--- src/rtl/multi_photon_counter.sv ---
// multi_photon_counter
//   Multi-channel gated photon counter. Counts rising edges on NCH
//   asynchronous detector inputs over a programmable window of g_clk
//   cycles, counts ch0/ch1 same-cycle coincidences, and publishes a latched
//   result set through a valid/ready handshake.
//
// Ports
//   g_clk        system clock
//   g_rst        asynchronous, active-high reset
//   g_ch         asynchronous detector pulses, one bit per channel
//   g_start      one-cycle pulse, begins gating when idle
//   g_stop       one-cycle pulse, aborts gating (wins over g_start)
//   g_continuous 1 = back-to-back windows, 0 = single shot
//   g_gate_len   window length in g_clk cycles (0 = do not start)
//   g_counts     latched per-channel counts, channel i at [i*COUNTSIZE +: COUNTSIZE]
//   g_coinc      latched ch0/ch1 coincidence count
//   g_valid      result set available
//   g_ready      consumer accepts the result when g_valid & g_ready
//   g_overrun    sticky: an unread result was overwritten
//   g_busy       high while counting
//
// state   | meaning
// --------+-------------------------------------------------------------
// S_IDLE  | no window open; waiting for g_start with a non-zero length
// S_COUNT | window open; accumulators update, gate counter runs down to 1
module multi_photon_counter #(
  parameter int NCH       = 4,
  parameter int COUNTSIZE = 32,
  parameter int GATEWIDTH = 32,
  parameter int SATURATE  = 1
) (
  input  logic                     g_clk,
  input  logic                     g_rst,
  input  logic [NCH-1:0]           g_ch,
  input  logic                     g_start,
  input  logic                     g_stop,
  input  logic                     g_continuous,
  input  logic [GATEWIDTH-1:0]     g_gate_len,
  output logic [NCH*COUNTSIZE-1:0] g_counts,
  output logic [COUNTSIZE-1:0]     g_coinc,
  output logic                     g_valid,
  input  logic                     g_ready,
  output logic                     g_overrun,
  output logic                     g_busy
);

  localparam logic [0:0] S_IDLE  = 1'b0;
  localparam logic [0:0] S_COUNT = 1'b1;

  localparam logic [COUNTSIZE-1:0] CNT_ONE  = {{(COUNTSIZE-1){1'b0}}, 1'b1};
  localparam logic [GATEWIDTH-1:0] GATE_ONE = {{(GATEWIDTH-1){1'b0}}, 1'b1};
  localparam logic [GATEWIDTH-1:0] GATE_ZERO = '0;

  logic [NCH-1:0] sync1_q, sync2_q, edge_q;
  logic [NCH-1:0] pos_edge;

  logic [0:0]                         state_q, state_d;
  logic [GATEWIDTH-1:0]               gate_q, gate_d;
  logic [NCH-1:0][COUNTSIZE-1:0]      acc_q, acc_d, acc_inc;
  logic [COUNTSIZE-1:0]               cacc_q, cacc_d, cacc_inc;
  logic [NCH*COUNTSIZE-1:0]           counts_q, counts_d;
  logic [COUNTSIZE-1:0]               coinc_q, coinc_d;
  logic                               valid_q, valid_d;
  logic                               overrun_q, overrun_d;
  logic                               load;

  function automatic logic [COUNTSIZE-1:0] bump(input logic [COUNTSIZE-1:0] v);
    if ((SATURATE != 0) && (&v)) return v;
    return v + CNT_ONE;
  endfunction

  assign pos_edge = sync2_q & ~edge_q;

  always_comb begin
    for (int i = 0; i < NCH; i++) begin
      acc_inc[i] = pos_edge[i] ? bump(acc_q[i]) : acc_q[i];
    end
    cacc_inc = (pos_edge[0] & pos_edge[1]) ? bump(cacc_q) : cacc_q;
  end

  always_comb begin
    state_d   = state_q;
    gate_d    = gate_q;
    acc_d     = acc_q;
    cacc_d    = cacc_q;
    counts_d  = counts_q;
    coinc_d   = coinc_q;
    valid_d   = valid_q;
    overrun_d = overrun_q;
    load      = 1'b0;

    case (state_q)
      S_IDLE: begin
        if (g_start && !g_stop && (g_gate_len != GATE_ZERO)) begin
          state_d   = S_COUNT;
          gate_d    = g_gate_len;
          acc_d     = '0;
          cacc_d    = '0;
          overrun_d = 1'b0;
        end
      end
      default: begin
        if (g_stop) begin
          state_d = S_IDLE;
          gate_d  = GATE_ZERO;
          acc_d   = '0;
          cacc_d  = '0;
        end else if (gate_q == GATE_ONE) begin
          // Last window edge: publish including this edge's increments.
          load   = 1'b1;
          acc_d  = '0;
          cacc_d = '0;
          if (g_continuous && (g_gate_len != GATE_ZERO)) begin
            gate_d = g_gate_len;
          end else begin
            state_d = S_IDLE;
            gate_d  = GATE_ZERO;
          end
        end else begin
          acc_d  = acc_inc;
          cacc_d = cacc_inc;
          gate_d = gate_q - GATE_ONE;
        end
      end
    endcase

    if (valid_q && g_ready) valid_d = 1'b0;

    if (load) begin
      counts_d = acc_inc;
      coinc_d  = cacc_inc;
      valid_d  = 1'b1;
      // Accept at the same edge hands the old result over cleanly.
      if (valid_q && !g_ready) overrun_d = 1'b1;
    end
  end

  always_ff @(posedge g_clk or posedge g_rst) begin
    if (g_rst) begin
      sync1_q   <= '0;
      sync2_q   <= '0;
      edge_q    <= '0;
      state_q   <= S_IDLE;
      gate_q    <= '0;
      acc_q     <= '0;
      cacc_q    <= '0;
      counts_q  <= '0;
      coinc_q   <= '0;
      valid_q   <= 1'b0;
      overrun_q <= 1'b0;
    end else begin
      sync1_q   <= g_ch;
      sync2_q   <= sync1_q;
      edge_q    <= sync2_q;
      state_q   <= state_d;
      gate_q    <= gate_d;
      acc_q     <= acc_d;
      cacc_q    <= cacc_d;
      counts_q  <= counts_d;
      coinc_q   <= coinc_d;
      valid_q   <= valid_d;
      overrun_q <= overrun_d;
    end
  end

  assign g_counts  = counts_q;
  assign g_coinc   = coinc_q;
  assign g_valid   = valid_q;
  assign g_overrun = overrun_q;
  assign g_busy    = (state_q == S_COUNT);

endmodule

--- config.mk ---
export PLATFORM = sky130hd
export DESIGN_NAME = multi_photon_counter
export DESIGN_NICKNAME = d
export VERILOG_FILES = /design/src/rtl/multi_photon_counter.sv
export SDC_FILE = /design/constraint.sdc
export NUM_CORES = 1
export LEC_CHECK = 0
export BUFFER_PORTS_ARGS = -buffer_cell sky130_fd_sc_hd__buf_2
export CAP_MARGIN = 25
export CORE_ASPECT_RATIO = 1.4
export CORE_MARGIN = 2
export CORE_UTILIZATION = 25
export DETAILED_ROUTE_END_ITERATION = 7
export PLACE_DENSITY = 0.45
export SETUP_SLACK_MARGIN = 0.15
export SLEW_MARGIN = 5
export SYNTH_ARGS = -nofsm -noshare
export SYNTH_HDL_FRONTEND = slang
export SYNTH_SLANG_ARGS = --single-unit
--- constraint.sdc ---
create_clock -name g_clk -period 17.8 [get_ports g_clk]
set_input_delay 4.45 -clock g_clk [delete_from_list [all_inputs] [get_ports g_clk]]
set_output_delay 4.45 -clock g_clk [all_outputs]
set_load 0.05 [all_outputs]
# Word-level counts from Yosys, hierarchy flattened
# Index checks and enable logic that the tools add are counted.
dict set report word_totals {
  elab_cells 86
  ff_bits 367
}
dict set report op_classes {
  n_bitwise 3
  n_addsub 6
  eq_ne 1
  reduce_logical 15
  mux 47
}
# op count
set ops {}
lappend ops {{two-way mux 32 bit} 24}
lappend ops {{two-way mux 128 bit} 4}
lappend ops {{adder 32 x 1 -> 32 bit, second input constant} 5}
lappend ops {{AND reduction 32 bit} 5}
lappend ops {{equality test 32 x 1 -> 1 bit, second input constant} 1}
lappend ops {{nonzero test 32 bit} 1}
lappend ops {{subtractor 32 x 1 -> 32 bit, second input constant} 1}
lappend ops {{two-way mux 1 bit} 19}
lappend ops {{logical AND 1 bit} 5}
lappend ops {{AND 4 bit} 1}
lappend ops {{inverter 4 bit} 1}
lappend ops {{nonzero test 2 bit} 2}
lappend ops {{zero test 1 bit} 2}
lappend ops {{AND 1 bit} 1}

# Longest topological paths before layout
dict set report logic_depth {
  word_depth 7
  mapped_depth 12
  depth_no_buf 8
}

# Worst setup path after synthesis
# No wires, ideal clock.
dict set report synth_timing {
  path_kind {input -> register}
  from {input port g_gate_len[0]}
  to {register gate_q[0]}
  path_buffers 3
  setup_slack_ns 11.452
  setup_time_ns 0.138
  arrival_ns 6.210
  path_stages 8
  path_cell_list {nor4_1 > and4_1 > nand2_1 > a21oi_1 > clkbuf_1 > buf_1 > clkbuf_1 > o22ai_1}
}
dict set report synth_between {
  elab_chain_len 6
}
# element line_no
set synth_lines {}
lappend synth_lines {{from (decl)} 38} ;# input logic [GATEWIDTH-1:0] g_gate_len,
lappend synth_lines {{nonzero test 32 bit} {94, 113}}
lappend synth_lines {{logical AND 1 bit} 113} ;# if (g_continuous && (g_gate_len != GATE_ZERO)) begin
lappend synth_lines {{two-way mux 32 bit} 113}
lappend synth_lines {{two-way mux 32 bit} 108} ;# end else if (gate_q == GATE_ONE) begin
lappend synth_lines {{two-way mux 32 bit} 103} ;# if (g_stop) begin
lappend synth_lines {{two-way mux 32 bit} 92} ;# case (state_q)
lappend synth_lines {{to (signal assigned)} 156} ;# gate_q <= gate_d;
lappend synth_lines {{to (decl)} 58} ;# logic [GATEWIDTH-1:0] gate_q, gate_d;
# Parallel ways exist; a longest one is shown, timed or not. The select of a mux whose other input is x is not followed.
# A chain may end at the register's enable or synchronous reset.

# Final worst setup path
dict set report layout_timing {
  from {input port g_gate_len[4]}
  to {register acc_q[113] (netlist name)}
}
dict set report layout_between {
  elab_chain_len 3
}
# element line_no
set layout_lines {}
lappend layout_lines {{nonzero test 32 bit} 94} ;# if (g_start && !g_stop && (g_gate_len != GATE_ZERO)) begin
lappend layout_lines {{logical AND 1 bit} 94}
lappend layout_lines {{nonzero test 2 bit (no source line)} -}
lappend layout_lines {{to (signal assigned)} 145} ;# acc_q <= '0;
lappend layout_lines {{to (signal assigned)} 157} ;# acc_q <= acc_d;
lappend layout_lines {{to (decl)} 59} ;# logic [NCH-1:0][COUNTSIZE-1:0] acc_q, acc_d, acc_inc;
# Every way passes these cells.

==> flow_metrics.py <==
metrics = {
    "outcome": {
        "status": "finished clean",
    },
    "logic_synthesis": {
        "ys.flop_type": "dfrtp_1",
        "ys_seq_elements": 367,
        "syn_area_sq_mm": 0.01969,
        "synth_top_area_cell": "dfrtp_1",
        "synth_nets": 2279,
        "synth_most_common_cell": "dfrtp_1",
        "synth_top_area_frac": 0.4665,
        "synthCells": 2230,
        "yosysSeqAreaShare": 0.4665,
        "ys_types": 67,
        "synth_edf_count": 0,
        "ys_top_cells_by_count": "367 x dfrtp_1, 346 x o21ai_0, 296 x nand2_1",
        "synth.avg_cell_area_sq_um": 8.829,
        "synth-async-reset-ratio": 1.000,
        "synth.area.top_cells": "dfrtp_1 47%, o21ai_0 8.8%, nand2_1 5.6%",
        "yosys_warnings": 0,
    },
    "detailed_routing": {
        "ant_nets": 0,
        "drc": 0,
        "drtIter0Drc": 1147,
        "postRouteWirelength_microns": 61920,
        "wl_met3_microns": 3530,
        "met2_length_microns": 30160,
        "vias": 17110,
        "vias_per_cell": 4.983,
        "top_layer_used": "met4",
        "dr.pass1.iters": 5,
        "wl_per_cell_microns": 18.04,
        "met1Wirelength_microns": 26760,
    },
    "setup_path": {
        "crit_required_ns": 18.27,
        "cp.arrival_ns": 7.52,
        "crit_type": "input port to flip-flop",
        "critPathMaxFanout": 67,
        "cp-start-kind": "input port",
        "cp-end-kind": "flip-flop",
    },
    "floorplanning": {
        "initial_utilization": 0.2530,
        "core_area_sq_mm": 0.07782,
        "die_h_microns": 336.0,
        "row_count": 121,
        "ios": 205,
        "die_w_microns": 241.2,
        "die_area_sq_mm": 0.08104,
    },
    "placement": {
        "routabilityCongestion": 0.8686,
        "dp_hpwl_microns": 41210,
        "port_buffers": 204,
        "place_area_sq_mm": 0.02168,
    },
    "finish": {
        "fin_area_sq_mm": 0.02335,
        "num-fill-cells": 8291,
        "final_core_utilization": 0.3000,
        "area_delta_synth_final_pct": 18.59,
        "final_nets": 2401,
        "drive_above_1_share": 0.1408,
    },
    "pwr": {
        "power_mw": 2.080,
        "p_per_area_mw_per_mm2": 89.07,
        "peakVddDrop_mv": 0.06365,
        "leakage_nw": 9.877,
    },
    "worst_hold_path": {
        "hold_path.class": "flip-flop to flip-flop",
    },
    "timing": {
        "skew_ns": 0.02536,
        "hold_viol": 0,
        "slew_headroom": 0.2779,
        "layout_min_cycle_time_ns": 7.047,
        "finalSetupViolCount": 0,
        "finalSetupTns_ns": 0,
        "rsz0062_at_grt": "false",
        "max_slew.worst_pin.slew_ns": 1.056,
        "slew_viol_final": 0,
        "fin_crit_sh": 0.3959,
        "fmax_ghz": 0.1419,
    },
    "global_routing": {
        "grt_overflow": 0,
        "grt_pass1_vias": 16740,
        "grt_use_total": 0.1507,
        "grt_max_degree": 166,
        "grt_first_pass_wirelength_microns": 96960,
        "antenna_found_initial": 1,
    },
    "clock_tree": {
        "cts_root_buf": "clkbuf_16",
        "numCtsBuffers": 44,
        "cts.clk_slew.worst_paths_ns": 0.06,
        "postCtsHoldBufs": 0,
        "postCtsSetupRepairBufs": 0,
        "post_cts_resized": 0,
        "ctsHtreeMaxLevel": 2,
        "clkLatencyLatePin_ns": 0.59,
        "clock-sinks": 367,
        "clock_path_buffers": 3,
        "cts_tree": "yes",
    },
    "job": {
        "max_cap_viol_count": 0,
    },
}
[routing by layer]
layer / vias to the layer above / GRT usage
met4: 0 / 0.04531
met2: 419 / 0.2572
li1: 8277 / -
met1: 8336 / 0.1885
met3: 76 / 0.03382
met5: - / 0
[stage by stage]
stage               hold WS, ns  std cells  worst slack (ns)
floorplan                0.3312       2230             3.161
global placement         0.3400       3346             10.17
detailed placement       0.3411       3348             10.16
CTS                      0.3559       3429             10.76
global route             0.3566       3432             10.50
finish                   0.3543       3433             10.75
[worst max-delay path, stage by stage]
cell,delay (ns)
buf_2,0.11
nor4_1,0.53
and4_1,0.35
nand2_1,0.12
a21oi_4,0.12
buf_4,0.61
buf_4,0.76
o21ai_0,0.21
o31ai_1,0.12
[layout make-up]
type / instances / area [sq um] / area share
antenna: 1 / 2.502 / 0.0001072
clock inverter: 25 / 349.1 / 0.01495
clock buffer: 56 / 1267 / 0.05429
tap: 1045 / 1308 / 0.05600
multi-input combinational: 1662 / 9782 / 0.4190
sequential: 367 / 9184 / 0.3934
timing repair buffer: 231 / 1275 / 0.05461
inverter: 46 / 180.2 / 0.007717
[report_power, final]
group | internal, mW | total (mW) | switching [mW]
logic | 0.0580 | 0.180 | 0.122
clock network | 0.621 | 1.02 | 0.398
registers | 0.854 | 0.881 | 0.0274
total | 1.53 | 2.08 | 0.547
[cell usage in the layout (no fill, tap or decap), types with 10 or more instances in the layout]
cell type | netlist | layout
a211oi_1 | 10 | 10
a21o_1 | 20 | 20
a21oi_1 | 91 | 90
a22o_1 | 11 | 11
a31oi_1 | 51 | 49
and2_1 | 24 | 24
and3_1 | 38 | 38
and4_1 | 32 | 32
buf_2 | 12 | 205
buf_4 | 0 | 21
clkbuf_16 | 0 | 45
clkbuf_8 | 0 | 10
clkinv_2 | 0 | 10
dfrtp_1 | 367 | 367
inv_1 | 46 | 45
mux2i_1 | 14 | 14
nand2_1 | 296 | 295
nand2b_1 | 10 | 10
nand3_1 | 73 | 73
nand4_1 | 56 | 56
nor2_1 | 117 | 116
nor3_1 | 40 | 40
nor4_1 | 33 | 33
o2111ai_1 | 10 | 10
o21ai_0 | 346 | 345
o22ai_1 | 17 | 17
o31ai_1 | 44 | 43
or3_1 | 28 | 28
or4_1 | 13 | 13
xnor2_1 | 108 | 108
xor2_1 | 61 | 61
[worst paths after layout]
check                      slack [ns]  depth (start not counted)            end     startpoint
min reg2reg                      0.35                          0     sync2_q[1]     sync1_q[1]
min                              0.35                          0     sync2_q[1]     sync1_q[1]
max in group asynchronous       11.78                          4  g_counts[115]          g_rst
max                             10.75                          9     acc_q[113]  g_gate_len[4]
max reg2reg                     12.81                          7   g_counts[95]      gate_q[8]
min in group asynchronous        3.96                          2   g_counts[44]          g_rst
[state kept, by name, indices dropped and copies added, names as in the netlist]
| signal | cells |
|---|---|
| acc_q | 128 |
| g_counts | 128 |
| cacc_q | 32 |
| g_coinc | 32 |
| gate_q | 32 |
| edge_q | 4 |
| sync1_q | 4 |
| sync2_q | 4 |
| g_busy | 1 |
| g_overrun | 1 |
| g_valid | 1 |
[cells by family (layout without fill, tap and decap cells)]
| group | after synthesis | after routing | share of synthesized area |
|---|---|---|---|
| simple gates | 795 | 795 | 0.2024 |
| compound gates | 673 | 673 | 0.2022 |
| flops | 367 | 367 | 0.4665 |
| buf+inv | 201 | 358 | 0.03991 |
| xor+xnor | 169 | 169 | 0.07518 |
| mux | 18 | 18 | 0.009405 |
| fa+ha+maj | 7 | 7 | 0.004448 |
| other cells | 0 | 1 | 0 |
(Power assumes the default switching activity.)
